## src/rtl/booth_arb_pkg.sv

```systemverilog
// booth_arb_pkg: shared widths and the round-robin pick helper for the shared multiplier
package booth_arb_pkg;
   localparam int OPW      = 16;
   localparam int PW       = 32;
   localparam int NREQ_DEF = 4;
   localparam int MAXREQ   = 8;

   // one-hot of the first set bit of req, searching upward from last+1 and wrapping at n
   function automatic logic [MAXREQ-1:0] rr_onehot(input logic [MAXREQ-1:0] req, input int last, input int n);
      logic [MAXREQ-1:0] g;
      logic [2:0] idx;
      g = '0;
      for (int k = MAXREQ; k >= 1; k--) begin
         idx = 3'((last + k) % n);
         if (k <= n && req[idx]) g = MAXREQ'(1) << idx;
      end
      return g;
   endfunction
endpackage

```

## src/rtl/booth_share_arb_if.sv

```systemverilog
// booth_share_arb_if: requester/result bus of the shared multiplier
interface booth_share_arb_if import booth_arb_pkg::*; #(
   parameter int NREQ = NREQ_DEF
) ();
   logic [NREQ-1:0]     req_valid;
   logic [NREQ-1:0]     req_ready;
   logic [NREQ*OPW-1:0] req_a;
   logic [NREQ*OPW-1:0] req_b;
   logic [NREQ-1:0]     rsp_valid;
   logic [NREQ-1:0]     rsp_ready;
   logic [PW-1:0]       rsp_p;
   logic                busy;

   modport master (
      output req_valid, req_a, req_b, rsp_ready,
      input  req_ready, rsp_valid, rsp_p, busy
   );

   modport slave (
      input  req_valid, req_a, req_b, rsp_ready,
      output req_ready, rsp_valid, rsp_p, busy
   );
endinterface

```

## src/rtl/booth_top.sv

```systemverilog
// booth_top: sign-magnitude 16x16 multiplier, product is sign bit over a 31-bit magnitude
module booth_top import booth_arb_pkg::*; (
   input  logic [OPW-1:0] a,
   input  logic [OPW-1:0] b,
   output logic [PW-1:0]  p
);
   logic [2*OPW-3:0] mag;
   logic             neg;

   assign mag = (2*OPW-2)'(a[OPW-2:0]) * (2*OPW-2)'(b[OPW-2:0]);
   // a zero magnitude is always reported as +0
   assign neg = (a[OPW-1] ^ b[OPW-1]) && mag != '0;
   assign p   = {neg, 1'b0, mag};
endmodule

```

## src/rtl/rr_arbiter.sv

```systemverilog
// rr_arbiter: round-robin grant over req, pointer advances only when en
module rr_arbiter import booth_arb_pkg::*; #(
   parameter int NREQ = NREQ_DEF,
   parameter int TAGW = $clog2(NREQ)
) (
   input  logic            clk,
   input  logic            rst_n,
   input  logic [NREQ-1:0] req,
   input  logic            en,
   output logic [NREQ-1:0] gnt,
   output logic [TAGW-1:0] gnt_idx
);
   logic [TAGW-1:0] last_grant;

   // pick the next valid requester after last_grant and encode its index
   always_comb begin
      gnt     = NREQ'(rr_onehot(MAXREQ'(req), int'(last_grant), NREQ));
      gnt_idx = '0;
      for (int i = 0; i < NREQ; i++)
         if (gnt[i]) gnt_idx = TAGW'(i);
   end

   // remember the winner of each completed handshake; reset makes requester 0 first
   always_ff @(posedge clk or negedge rst_n)
      if (!rst_n) last_grant <= TAGW'(NREQ-1);
      else if (en) last_grant <= gnt_idx;
endmodule

```

## src/rtl/booth_share_arb.sv

```systemverilog
// booth_share_arb: round-robin sharing of one multiplier by NREQ requesters, two-stage pipeline
module booth_share_arb import booth_arb_pkg::*; #(
   parameter int NREQ = NREQ_DEF,
   parameter int TAGW = $clog2(NREQ)
) (
   input logic clk,
   input logic rst_n,
   booth_share_arb_if.slave bus
);
   logic            s1_valid, s2_valid, s1_go, s2_go, fire;
   logic [TAGW-1:0] s1_tag, s2_tag, gnt_idx;
   logic [OPW-1:0]  s1_a, s1_b, a_sel, b_sel;
   logic [PW-1:0]   s2_p, p;
   logic [NREQ-1:0] gnt;

   assign s2_go         = !s2_valid || bus.rsp_ready[s2_tag];
   assign s1_go         = !s1_valid || s2_go;
   assign bus.req_ready = gnt & {NREQ{s1_go && rst_n}};
   assign fire          = |(bus.req_valid & bus.req_ready);
   assign bus.rsp_valid = s2_valid ? NREQ'(1) << s2_tag : '0;
   assign bus.rsp_p     = s2_p;
   assign bus.busy      = s1_valid || s2_valid;

   rr_arbiter #(.NREQ(NREQ), .TAGW(TAGW)) u_arb (
      .clk     (clk),
      .rst_n   (rst_n),
      .req     (bus.req_valid),
      .en      (fire),
      .gnt     (gnt),
      .gnt_idx (gnt_idx)
   );

   // select the granted requester's operands
   always_comb begin
      a_sel = '0;
      b_sel = '0;
      for (int i = 0; i < NREQ; i++)
         if (gnt[i]) begin
            a_sel = bus.req_a[OPW*i +: OPW];
            b_sel = bus.req_b[OPW*i +: OPW];
         end
   end

   booth_top u_mul (
      .a (s1_a),
      .b (s1_b),
      .p (p)
   );

   // stage 1: capture the accepted operands, empty when they move on with nothing new behind
   always_ff @(posedge clk or negedge rst_n)
      if (!rst_n) begin
         s1_valid <= 1'b0;
         s1_tag   <= '0;
         s1_a     <= '0;
         s1_b     <= '0;
      end else if (fire) begin
         s1_valid <= 1'b1;
         s1_tag   <= gnt_idx;
         s1_a     <= a_sel;
         s1_b     <= b_sel;
      end else if (s1_go) s1_valid <= 1'b0;

   // stage 2: register the product; held while its owner is not ready
   always_ff @(posedge clk or negedge rst_n)
      if (!rst_n) begin
         s2_valid <= 1'b0;
         s2_tag   <= '0;
         s2_p     <= '0;
      end else if (s2_go) begin
         s2_valid <= s1_valid;
         if (s1_valid) begin
            s2_tag <= s1_tag;
            s2_p   <= p;
         end
      end
endmodule

```

## src/flat_wrapper.sv

```systemverilog
// flat-port wrapper written by rule: the top's interface ports become plain ports
module booth_share_arb_flat import booth_arb_pkg::*;
#(
   parameter int NREQ = NREQ_DEF,
   parameter int TAGW = $clog2(NREQ)
)
  (clk, rst_n, bus_req_valid, bus_req_a, bus_req_b, bus_rsp_ready, bus_req_ready, bus_rsp_valid, bus_rsp_p, bus_busy);
  booth_share_arb_if #(.NREQ(NREQ)) bus_i ();
  input logic clk;
  input logic rst_n;
  input wire logic [$bits(bus_i.req_valid)-1:0] bus_req_valid;
  input wire logic [$bits(bus_i.req_a)-1:0] bus_req_a;
  input wire logic [$bits(bus_i.req_b)-1:0] bus_req_b;
  input wire logic [$bits(bus_i.rsp_ready)-1:0] bus_rsp_ready;
  output wire logic [$bits(bus_i.req_ready)-1:0] bus_req_ready;
  output wire logic [$bits(bus_i.rsp_valid)-1:0] bus_rsp_valid;
  output wire logic [$bits(bus_i.rsp_p)-1:0] bus_rsp_p;
  output wire logic [$bits(bus_i.busy)-1:0] bus_busy;
  assign bus_i.req_valid = bus_req_valid;
  assign bus_i.req_a = bus_req_a;
  assign bus_i.req_b = bus_req_b;
  assign bus_i.rsp_ready = bus_rsp_ready;
  assign bus_req_ready = bus_i.req_ready;
  assign bus_rsp_valid = bus_i.rsp_valid;
  assign bus_rsp_p = bus_i.rsp_p;
  assign bus_busy = bus_i.busy;
  booth_share_arb #(.NREQ(NREQ), .TAGW(TAGW)) u_core (.clk(clk), .rst_n(rst_n), .bus(bus_i));
endmodule
```

## config.mk

```make
export PLATFORM = sky130hd
export DESIGN_NAME = booth_share_arb_flat
export DESIGN_NICKNAME = d
export VERILOG_FILES = /design/src/rtl/booth_arb_pkg.sv /design/src/rtl/booth_share_arb_if.sv /design/src/rtl/booth_top.sv /design/src/rtl/rr_arbiter.sv /design/src/rtl/booth_share_arb.sv /design/src/flat_wrapper.sv
export SDC_FILE = /design/constraint.sdc
export NUM_CORES = 1
export LEC_CHECK = 0
export ABC_AREA = 1
export CAP_MARGIN = 15
export CORE_ASPECT_RATIO = 0.6
export CORE_MARGIN = 4
export CORE_UTILIZATION = 50
export DETAILED_ROUTE_END_ITERATION = 8
export PLACE_DENSITY = 0.84
export SLEW_MARGIN = 20
export SYNTH_ARGS = -nofsm -noshare
export SYNTH_HDL_FRONTEND = slang
export SYNTH_SLANG_ARGS = --single-unit
```

## constraint.sdc

```tcl
create_clock -name clk -period 6.4 [get_ports clk]
set_input_delay 1.28 -clock clk [delete_from_list [all_inputs] [get_ports clk]]
set_output_delay 1.28 -clock clk [all_outputs]
set_load 0.05 [all_outputs]
```

== Word-level counts from Yosys, hierarchy flattened ==
Index checks and enable logic that the tools add are counted.

* Flip-flop bits (word level): 71
* Bits in latches: 0
* RAM bits: 0
* Bits in read-only memories: 0
* Bits of input ports: 138
* Output and inout port bits: 41
* Word-level logic and storage cells: 73
* Memories: 0

* $add $sub $neg: 4
* $mul: 1
* Divide/modulo/power cells: 0
* Order comparisons: 5
* Equal/unequal tests: 0
* Shift-type cells: 5
* Mux-type cells: 28
* Bitwise logic cells: 7
* Reduce and logical (&&, ||, !) cells: 15

{| class="wikitable"
|+ Operators with widths
! kind !! number
|-
| 16-bit two-way mux || 8
|-
| 15-bit by 15-bit multiplier with 30-bit output || 1
|-
| 30-bit nonzero test || 1
|-
| 4-bit two-way mux || 5
|-
| 3-bit by 4-bit less-than comparator with 1-bit output, second input constant || 4
|-
| 1-bit by 3-bit << shifter with 4-bit output, first input constant || 4
|-
| 1-bit binary-select mux with 3-bit select || 4
|-
| 4-bit AND || 2
|-
| 1-bit two-way mux || 8
|-
| 2-bit OR reduction || 4
|-
| 2-bit by 1-bit adder with 2-bit output, second input constant || 2
|-
| 2-bit adder, second input constant || 2
|-
| 1-bit AND, first input constant || 4
|-
| 2-bit two-way mux || 2
|-
| 4-bit OR reduction || 1
|-
| 1-bit by 2-bit << shifter with 4-bit output, first input constant || 1
|-
| 1-bit logical OR || 3
|-
| 2-bit by 3-bit less-than comparator with 1-bit output, second input constant || 1
|-
| 1-bit binary-select mux with 2-bit select || 1
|-
| 1-bit logical AND || 2
|-
| 1-bit logical NOT || 2
|-
| 2-bit AND reduction || 1
|-
| 2-bit nonzero test || 1
|-
| 1-bit bitwise XOR || 1
|}

== Logic depth before layout (Yosys ltp) ==
Gate-level depths: netlist of run 1.

* Depth in word-level cells: 13
* Mapped depth: 33
* Gate-level depth less buffers: 31

== Cells and area by module ==
Synthesis of run 1 repeated with hierarchy kept, for this count alone.

* Cell total of the unflattened synthesis: 1,817
* Area, all modules: 12,866.1 um2

{| class="wikitable"
|+ Modules (own cells, without submodules)
! module !! times used !! cells each !! area an instance (um2) !! sequential area each (um2)
|-
| booth_top || 1 || 1,255 || 8,491.9 || 0.0
|-
| booth_share_arb || 1 || 478 || 3,848.7 || 1,751.7
|-
| rr_arbiter || 1 || 84 || 525.5 || 52.6
|}

== Worst setup path after synthesis of run 1 ==
OpenSTA, ideal clock, no wires.

* Path type: register to register
* Start point: register u_core.s1_b[0]
* End point: register u_core.s2_p[31] (netlist: u_core.bus.rsp_p[31])
* Library setup time: 118 ps
* Arrival time: 5,442 ps
* Data required time: 6,282 ps
* Slack: 840 ps
* Cell stages (with the launch flop): 31
* Buffers on the path: 2
* Period minus slack after synthesis: 5,560 ps
* Cell sequence: dfrtp_1 > clkbuf_1 > clkbuf_1 > nand2_1 > inv_1 > fa_1 > inv_1 > fa_1 > inv_1 > fa_1 > inv_1 > fa_1 > inv_1 > fa_1 > inv_1 > fa_1 > inv_1 > ha_1 > nand2_1 > nor2_1 > nand3_1 > nand3_1 > nand2_1 > nand3_1 > nand2_1 > nor2_1 > nand2_1 > nor2_1 > nand3_1 > nand2_1 > nand2_1

* Cells in the longest elaborated chain, start to end: 3

{| class="wikitable"
|+ Ends and longest elaborated chain
! what !! RTL line !! source
|-
| start: declaration || booth_share_arb.sv:12 || <nowiki>logic [OPW-1:0] s1_a, s1_b, a_sel, b_sel;</nowiki>
|-
| start signal: assignment || booth_share_arb.sv:61 || <nowiki>s1_b <= b_sel;</nowiki>
|-
| 15-bit by 15-bit multiplier with 30-bit output || booth_top.sv:10 || <nowiki>assign mag = (2*OPW-2)'(a[OPW-2:0]) * (2*OPW-2)'(b[OPW-2:0]);</nowiki>
|-
| 30-bit nonzero test || booth_top.sv:12 || <nowiki>assign neg = (a[OPW-1] ^ b[OPW-1]) && mag != '0;</nowiki>
|-
| 1-bit logical AND || booth_top.sv:12 ||
|-
| end signal: assignment || booth_share_arb.sv:74 || <nowiki>s2_p <= p;</nowiki>
|-
| end: declaration || booth_share_arb.sv:13 || <nowiki>logic [PW-1:0] s2_p, p;</nowiki>
|}

No other way between the ends.
A chain may end at the register's enable or synchronous reset.

== Worst setup path after layout of run 1 ==
* Start point: register u_core.s1_b[3]
* End point: register u_core.s2_p[31] (netlist: u_core.bus.rsp_p[31])

Same word-level chain as after synthesis.

==> reports/qor.yml, run 1 <==
dr.pass1.iters: 6
worst_ep_required_time_ns: 6.69
final-max-slew-violation-count: 0
final_antenna_net_count: 0
detailedRoute.firstIterationViolations: 1333
drcViolationCount: 0
detail_route.wirelength_mm: 38.66
flow.area_growth_from_synthesis_pct: 18.01
ys_seq_area_share_pct: 13.87
worst-slew-pin-transition_ns: 0.9201
cts-root-to-sink-buffers: 2
post_cts.repair.setup_buffers: 0
setup_ws_ns: 0.2198
fraction_of_synthesized_cell_area_taken_by_the_top_area_cell_type_pct: 26.06
grt-ovfl-total: 0
grt_antenna_before_repair: 0
layout_common_cells: "611 x nand2_1, 443 x inv_1, 176 x clkdlybuf4s50_1"
numClockSinks: 71
core_area_um2: 25280
ys_seq_elements: 71
yosysTopAreaCell: "fa_1"
port_buffer_cells: 177
synth_cell_area_um2: 12830
post_detailed_route_wirelength_per_cell_um: 16.60
rsz_0062_raised_after_global_routing: "false"
final_layout_size_suffix_gt1_share_pct: 4.000
mostFrequentLayoutCell: "nand2_1"
worst_r2r_path_depth: 29
result_of_the_run: "finished, final reports clean"
grt_first_pass_wirelength_mm: 64.08
setup_violating_endpoint_count_in_the_final_report: 0
max_freq_mhz: 161.8
numCtsBuffers: 9
synth.area.top_cells: "fa_1 26%, nand2_1 18%, dfrtp_1 13%"
synth_fp_nets: 2280
detailedPlacementHpwl_mm: 31.61
width_of_the_die_um: 214.8
path_clk_slew_ns: 0.06
fin_worst_skew_ns: 0.01049
dp_slack_ns: 0.2893
vias_per_cell: 5.257
max_cap_viol_count: 0
data_arrival_time_of_the_worst_path_ns: 6.47
final.setup.tns_ns: 0
htree_levels: 3
hp-class: "flip-flop to flip-flop"
slowest_stage_cell_cp: "fa_1"
crit_path_max_incr_delay_ns: 0.55
yosys_warnings: 0
start_kind: "flip-flop"
hold_viol_final: 0
layout.cell_area.non_filler_um2: 15140
insertion_delay_ns: 0.36
setup.worst_path.class: "flip-flop to flip-flop"
min_period_ns: 6.180
vias: 12243
worst_hold_path.num_cells: 2
layout.nets: 2401
grt_start_max_net_pins: 72
rows: 45
chipHeight_um: 132.1
num_antenna_cells: 0
number_of_global_route_vias_before_repair: 12436
cts_tree: "yes"
global_route.usage.total_pct: 28.02
ios: 179
place_congestion: 1.024
clockRootBuffer: "clkbuf_16"
start_util_pct: 50.74
crit_path_max_fanout: 9
total_die_area_um2: 28360
worst_slew_margin_rel_pct: 38.66
post_synth_inst_count: 1874
min_period_over_period_pct: 96.56
synthDistinctLibCells: 37
avgSynthCellArea_um2: 6.845
postPlaceCellArea_um2: 14810
setup.worst_path.end_class: "flip-flop"
flip-flops by register name, summed over array words and instances (netlist names):
register                 count
u_core.s1_tag                2
u_core.s1_valid              1
u_core.u_arb.last_grant      2
u_core.s2_tag                2
u_core.bus.rsp_p            31
u_core.s2_valid              1
u_core.s1_a                 16
u_core.s1_b                 16
per-stage QoR:
step / hold WS (ns) / util (%) / instances
after detailed placement: 0.4639 / 58.59 / 2313
after CTS: 0.4828 / 59.77 / 2329
after global placement: 0.4617 / 58.59 / 2313
final: 0.4778 / 59.88 / 2329
after global routing: 0.5145 / 59.88 / 2329
after floorplan: 0.4422 / - / 1874
critical path: cells and delay by family (launching register included):
family	cells	cell delay (ns)
xor gates and xnor gates	1	0.37
adders and majority gates	7	3.36
buffers and inverters	9	0.67
DFF	1	0.48
and+or+nand+nor	12	1.22
final cells by class:
type	instances	area, um2
clock buffer	10	229.0
clock inverter	6	68.82
fill	2228	10140
inverter	451	1695
multi-input combinational	1254	8946
sequential	71	1787
tap	329	411.6
timing repair buffer	208	1999
what timing repair did:
action	4_1_cts	5_1_grt
gates resized for setup	0	12
endpoints found under the setup margin	0	1
hold buffers	0	0
cell families (layout without fill, tap and decap cells):
| logic type | after synthesis | after routing | synth area share [%] |
|---|---|---|---|
| and+or+nand+nor | 848 | 848 | 26.89 |
| buffers and inverters | 549 | 675 | 16.56 |
| adders and majority gates | 268 | 268 | 35.91 |
| AOI/OAI and AO/OA | 124 | 124 | 5.843 |
| DFF | 71 | 71 | 13.87 |
| xor gates and xnor gates | 13 | 13 | 0.8876 |
| other | 1 | 1 | 0.02923 |
routing by layer:
metal  vias to the layer above  wire [um]  global-route usage (%)
met5                         -          0                       0
met4                         0        632                   5.326
met3                        65       4569                   9.097
met2                       622      15560                   39.51
met1                      5786      17890                   42.32
li1                       5770          -                       -
path summary, 6_finish.rpt:
path | startpoint | end | slack [ns]
max in group asynchronous | rst_n | u_core.s1_a[9] | 4.53
min reg2reg | u_core.s1_tag[0] | u_core.s1_tag[0] | 0.48
max reg2reg | u_core.s1_b[3] | u_core.bus.rsp_p[31] | 0.22
max | u_core.s1_b[3] | u_core.bus.rsp_p[31] | 0.22
min in group asynchronous | rst_n | u_core.bus.rsp_p[12] | 1.19
min | u_core.s1_tag[0] | u_core.s1_tag[0] | 0.48
synth_stat cells (all sizes together):
| cell | count |
|---|---|
| o21a | 3 |
| a31oi | 14 |
| nand2 | 620 |
| nand4 | 9 |
| nand3 | 149 |
| and3 | 2 |
| inv | 451 |
| dfstp | 2 |
| fa | 167 |
| o21ai | 26 |
| and2 | 1 |
| a21boi | 32 |
| nor4 | 1 |
| dfrtp | 69 |
| xor2 | 5 |
| clkbuf | 73 |
| a21oi | 47 |
| nor3 | 6 |
| nor2 | 58 |
| xnor2 | 8 |
| conb | 1 |
| ha | 101 |
| nand3b | 2 |
| buf | 25 |
| o21bai | 2 |
Power of run 1 is left out: the tool's default activity adds up to more than one toggle a clock period on the data nets, which glitch-free logic cannot reach.
==> inputs of run 2 (changes only) <==
CORE_MARGIN = 8   (was 4)
==> run 2 against run 1 <==
Net effect:
- highest routed layer unchanged
- maximum frequency is 1.6% higher
- register-to-register slack improved by 0.097 ns
- setup slack improved by 0.097 ns
- clock skew shrank 0.0033 ns
- worst hold slack worse by 0.0011 ns
- largest cell class unchanged
- routed wire length is 3.3% higher
==> reports/qor.yml, run 2 (synthesis gave the netlist of run 1 again) <==
result_of_the_run: "finished, final reports clean"  # unchanged
mostFrequentLayoutCell: "nand2_1"  # unchanged
detail_route.wirelength_mm: 39.95  # was 38.66 mm
rows: 45  # unchanged
data_arrival_time_of_the_worst_path_ns: 6.34  # was 6.47 ns
setup_violating_endpoint_count_in_the_final_report: 0  # unchanged
total_die_area_um2: 31200  # was 28,360 um2
hold_path_start: "u_core.s1_tag[1]"  # was u_core.s1_tag[0]
hold_viol_final: 0  # unchanged
max_cap_viol_count: 0  # unchanged
slowest_stage_cell_cp: "fa_1"  # unchanged
crit_path_max_fanout: 12  # was 9
detailedRoute.firstIterationViolations: 1364  # was 1,333
vias_per_cell: 5.282  # was 5.257
final.setup.tns_ns: 0  # unchanged
number_of_global_route_vias_before_repair: 12174  # was 12.44k
core_area_um2: 25220  # was 25,280 um2
global_route.usage.total_pct: 25.94  # was 28.02%
worst_path_most_repeated_cell: "nand2_1"
layout.cell_area.non_filler_um2: 15210  # was 15,140 um2
layout.nets: 2405  # was 2,401
port_buffer_cells: 177  # unchanged
numClockSinks: 71  # unchanged
setup_ws_ns: 0.3165  # was 0.2198 ns
clockRootBuffer: "clkbuf_16"  # unchanged
final_antenna_net_count: 0  # unchanged
rsz_0062_raised_after_global_routing: "false"  # unchanged
cts_hold_buf: 0  # unchanged
r2r-start: "u_core.s1_b[3]"  # unchanged
postPlaceCellArea_um2: 14830  # was 14,810 um2
worst_setup_path_startpoint: "u_core.s1_b[3]"  # unchanged
dr.pass1.iters: 7  # was 6
dp_slack_ns: 0.2552  # was 0.2893 ns
chipHeight_um: 140.1  # was 132.1 um
worst-slew-pin-transition_ns: 0.8311  # was 0.9201 ns
start_util_pct: 50.85  # was 50.74%
layout_common_cells: "611 x nand2_1, 443 x inv_1, 176 x clkdlybuf4s50_1"  # unchanged
grt_first_pass_wirelength_mm: 65.06  # was 64.08 mm
path_clk_slew_ns: 0.06  # about the same
drcViolationCount: 0  # unchanged
min_period_ns: 6.084  # was 6.180 ns
detailedPlacementHpwl_mm: 32.84  # was 31.61 mm
cts_tree: "yes"  # unchanged
finish.utilization_pct: 60.30  # was 59.88%
setup.worst_path.end_class: "flip-flop"  # unchanged
crit_path_max_incr_delay_ns: 0.56  # was 0.55 ns
min_period_over_period_pct: 95.06  # was 96.56%
grt_start_max_net_pins: 67  # was 72
setup.worst_path.class: "flip-flop to flip-flop"  # unchanged
worst_ep_required_time_ns: 6.65  # was 6.69 ns
final-max-slew-violation-count: 0  # unchanged
place_congestion: 0.9918  # was 1.024
max_freq_mhz: 164.4  # was 161.8 MHz
grt_antenna_before_repair: 0  # unchanged
post_detailed_route_wirelength_per_cell_um: 17.12  # was 16.60 um
flow.area_growth_from_synthesis_pct: 18.57  # was 18.01%
final_layout_size_suffix_gt1_share_pct: 4.391  # was 4.000%
fin_worst_skew_ns: 0.007162  # was 0.01049 ns
vias: 12329  # was 12.24k
start_kind: "flip-flop"  # unchanged
htree_levels: 3  # unchanged
largest_register_ff_count: 31  # unchanged
insertion_delay_ns: 0.36  # about the same
numCtsBuffers: 9  # unchanged
worst_slew_margin_rel_pct: 44.46  # was 38.66%
hp-class: "flip-flop to flip-flop"  # unchanged
cts-root-to-sink-buffers: 2  # unchanged
width_of_the_die_um: 222.8  # was 214.8 um
ios: 179  # unchanged
grt-ovfl-total: 0  # unchanged
==> run 2: worst max-delay path, delay by kind of cell, from the launching register on <==
family                     cells  cell delay (ns)
and+or+nand+nor               14             1.51
buffers and inverters          8             0.59
DFF                            1             0.44
adders and majority gates      7             3.41
==> run 2: path summary, 6_finish.rpt <==
| check | endpoint | depth (start not counted) | slack, ns |
|---|---|---|---|
| hold / removal | u_core.s1_tag[1] | 2 | 0.48 |
| min in group asynchronous | u_core.bus.rsp_p[25] | 1 | 0.82 |
| setup reg to reg | u_core.bus.rsp_p[31] | 29 | 0.32 |
| setup / recovery | u_core.bus.rsp_p[31] | 29 | 0.32 |
| max in group asynchronous | u_core.s1_b[5] | 2 | 4.44 |
| hold reg to reg | u_core.s1_tag[1] | 2 | 0.48 |
==> run 2: per-stage QoR <==
step / hold slack [ns] / cells
floorplan: 0.4422 / 1874
global placement: 0.4619 / 2316
detailed placement: 0.4633 / 2316
CTS: 0.4793 / 2332
global route: 0.5091 / 2333
finish: 0.4767 / 2334
==> run 2: final cells by class <==
type | count | area, um2
inverters | 451 | 1695
diodes | 1 | 2.502
clock inverters | 6 | 93.84
clock buffers | 10 | 229.0
flip-flops and latches | 71 | 1789
repair buffers | 212 | 2029
fillers | 2257 | 10010
well taps | 329 | 411.6
multi-input cells | 1254 | 8959
==> run 2: timing repair <==
action	4_1_cts	5_1_grt
resized for setup	0	17
setup endpoints to repair	0	1
buffers inserted	0	1
==> run 2: per-layer routing <==
layer	track usage [%]	share of wire, %	routed length [um]
met1	38.95	47	18700
met2	37.70	41	16510
met3	6.275	11	4198
met4	4.523	1.4	541
met5	0	0	0
Power of run 2 is left out for the same reason.
==> inputs of run 3 (changes only) <==
CORE_UTILIZATION = 58   (was 50)
PLACE_DENSITY = 0.94   (was 0.84)
==> run 3 against run 2 <==
Net effect:
- final area decreased by 1.0%
- highest routed layer unchanged
- register-to-register slack better by 0.04 ns
- largest cell class unchanged
- setup slack gained 0.044 ns
- worst hold slack gained 0.0036 ns
- utilization up 8.6 points
- global-route usage grew 3.3 points
- sequential share of layout area up 0.070 points
==> reports/qor.yml, run 3 (synthesis gave the netlist of run 1 again) <==
result_of_the_run: "finished, final reports clean"  # unchanged
grt_first_pass_wirelength_mm: 64.99  # was 65.06 mm
layout_common_cells: "613 x nand2_1, 443 x inv_1, 176 x clkdlybuf4s50_1"  # was 611 x nand2_1, 443 x inv_1, 176 x clkdlybuf4s50_1
cts_tree: "yes"  # unchanged
number_of_global_route_vias_before_repair: 12490  # was 12.17k
worst_ep_required_time_ns: 6.65  # about the same
vias: 12435  # was 12.33k
port_buffer_cells: 177  # unchanged
flow.area_growth_from_synthesis_pct: 17.37  # was 18.57%
layout.cell_area.non_filler_um2: 15060  # was 15,210 um2
grt_start_max_net_pins: 67  # unchanged
detailedPlacementHpwl_mm: 32.54  # was 32.84 mm
htree_levels: 3  # unchanged
clockRootBuffer: "clkbuf_16"  # unchanged
slowest_stage_cell_cp: "dfrtp_1"  # was fa_1
min_period_over_period_pct: 94.36  # was 95.06%
final.setup.tns_ns: 0  # unchanged
layout.nets: 2397  # was 2,405
worst-slew-pin-transition_ns: 0.8638  # was 0.8311 ns
insertion_delay_ns: 0.36  # about the same
drcViolationCount: 0  # unchanged
layout.filler_cells: 1772  # was 2,257
setup.worst_path.end_class: "flip-flop"  # unchanged
chipHeight_um: 131.2  # was 140.1 um
critical_path.top_delay_family: "adder cells"  # unchanged
cts-root-to-sink-buffers: 2  # unchanged
largest_register_ff_count: 31  # unchanged
setup.worst_path.class: "flip-flop to flip-flop"  # unchanged
crit_path_max_incr_delay_ns: 0.59  # was 0.56 ns
grt-ovfl-total: 0  # unchanged
numCtsBuffers: 9  # unchanged
final_layout_size_suffix_gt1_share_pct: 3.307  # was 4.391%
hold_viol_final: 0  # unchanged
detail_route.wirelength_mm: 39.86  # was 39.95 mm
ios: 179  # unchanged
max_cap_viol_count: 0  # unchanged
final-max-slew-violation-count: 0  # unchanged
dr.pass1.iters: 7  # unchanged
r2r_setup_slk_ns: 0.36  # was 0.32 ns
setup_violating_endpoint_count_in_the_final_report: 0  # unchanged
worst_slew_margin_rel_pct: 42.27  # was 44.46%
start_util_pct: 58.68  # was 50.85%
cts_hold_buf: 0  # unchanged
data_arrival_time_of_the_worst_path_ns: 6.29  # was 6.34 ns
max_freq_mhz: 165.6  # was 164.4 MHz
hp-class: "flip-flop to flip-flop"  # unchanged
start_kind: "flip-flop"  # unchanged
path_clk_slew_ns: 0.07  # was 0.06 ns
numClockSinks: 71  # unchanged
crit_path_max_fanout: 16  # was 12
mostFrequentLayoutCell: "nand2_1"  # unchanged
final_antenna_net_count: 0  # unchanged
fin_worst_skew_ns: 0.01595  # was 0.007162 ns
multi_input_comb_area_um2: 8926  # was 8959 um2
total_die_area_um2: 27290  # was 31,200 um2
rows: 42  # was 45
worst-path-buf-inv: 7  # was 8
grt_antenna_before_repair: 0  # unchanged
core_area_um2: 21860  # was 25,220 um2
place_congestion: 0.9689  # was 0.9918
rsz_0062_raised_after_global_routing: "false"  # unchanged
post_detailed_route_wirelength_per_cell_um: 17.46  # was 17.12 um
global_route.usage.total_pct: 29.28  # was 25.94%
seq_area_um2: 1782  # was 1789 um2
postPlaceCellArea_um2: 14730  # was 14,830 um2
min_period_ns: 6.039  # was 6.084 ns
vias_per_cell: 5.447  # was 5.282
detailedRoute.firstIterationViolations: 1489  # was 1,364
width_of_the_die_um: 208.0  # was 222.8 um
## run 3: cell types whose count changed in the layout (fill, tap and decap cells not counted)
| cell | previous run | this run |
|---|---|---|
| buf_4 | 35 | 27 |
| clkinv_4 | 1 | 2 |
| dfrtp_1 | 61 | 67 |
| dfrtp_2 | 8 | 2 |
| inv_6 | 2 | 1 |
| nand2_1 | 611 | 613 |
| nand2_2 | 7 | 5 |
| nand3_1 | 148 | 149 |
| nand3_2 | 1 | 0 |
| nor2_1 | 53 | 57 |
| nor2_2 | 3 | 0 |
| nor2_4 | 2 | 1 |
| xor2_1 | 4 | 5 |
| xor2_2 | 1 | 0 |
## run 3: final cells by class
type,count,share of cell area (%)
inverter,451,11.26
multi-input combinational,1254,59.29
timing repair buffer,204,13.08
tap,286,2.377
clock buffer,10,1.521
clock inverter,6,0.6233
sequential,71,11.83
antenna,1,0.01662
## run 3: path summary, 6_finish.rpt
kind	to	cells past startpoint	from
min in group asynchronous	u_core.s1_b[6]	1	rst_n
setup reg to reg	u_core.bus.rsp_p[31]	28	u_core.s1_a[9]
hold / removal	u_core.s1_tag[1]	2	u_core.s1_tag[1]
hold reg to reg	u_core.s1_tag[1]	2	u_core.s1_tag[1]
max in group asynchronous	u_core.s1_b[0]	2	rst_n
setup / recovery	u_core.bus.rsp_p[31]	28	u_core.s1_a[9]
## run 3: worst min-delay path, cell delays in order, from the launching register on
cell	delay (ns)
dfrtp_1	0.35
nand2_1	0.05
nand2_1	0.05
## run 3: repair_timing
action,CTS,global route
setup buffers,0,0
endpoints found under the setup margin,0,1
resized for setup,0,2
## run 3: stage by stage
stage | hold WS (ns) | setup slack [ns] | utilization [%] | cells
after floorplan | 0.4422 | 0.8404 | - | 1874
after global placement | 0.4593 | 0.3262 | 67.37 | 2266
after detailed placement | 0.4645 | 0.3922 | 67.37 | 2266
after CTS | 0.4805 | 0.3454 | 68.85 | 2282
after global routing | 0.5034 | 0.0006546 | 68.86 | 2282
final | 0.4802 | 0.3607 | 68.87 | 2283
## run 3: routing by layer
metal  share of wire [%]  routed length (um)  track usage (%)  vias up
met5                   0                   0                0        -
met4                 2.4                 970            7.502        0
met3                  12                4883            8.523       99
met2                  42               16700            43.28      753
met1                  43               17300            41.63     5839
li1                    -                   -                -     5744
Power of run 3 is left out for the same reason.
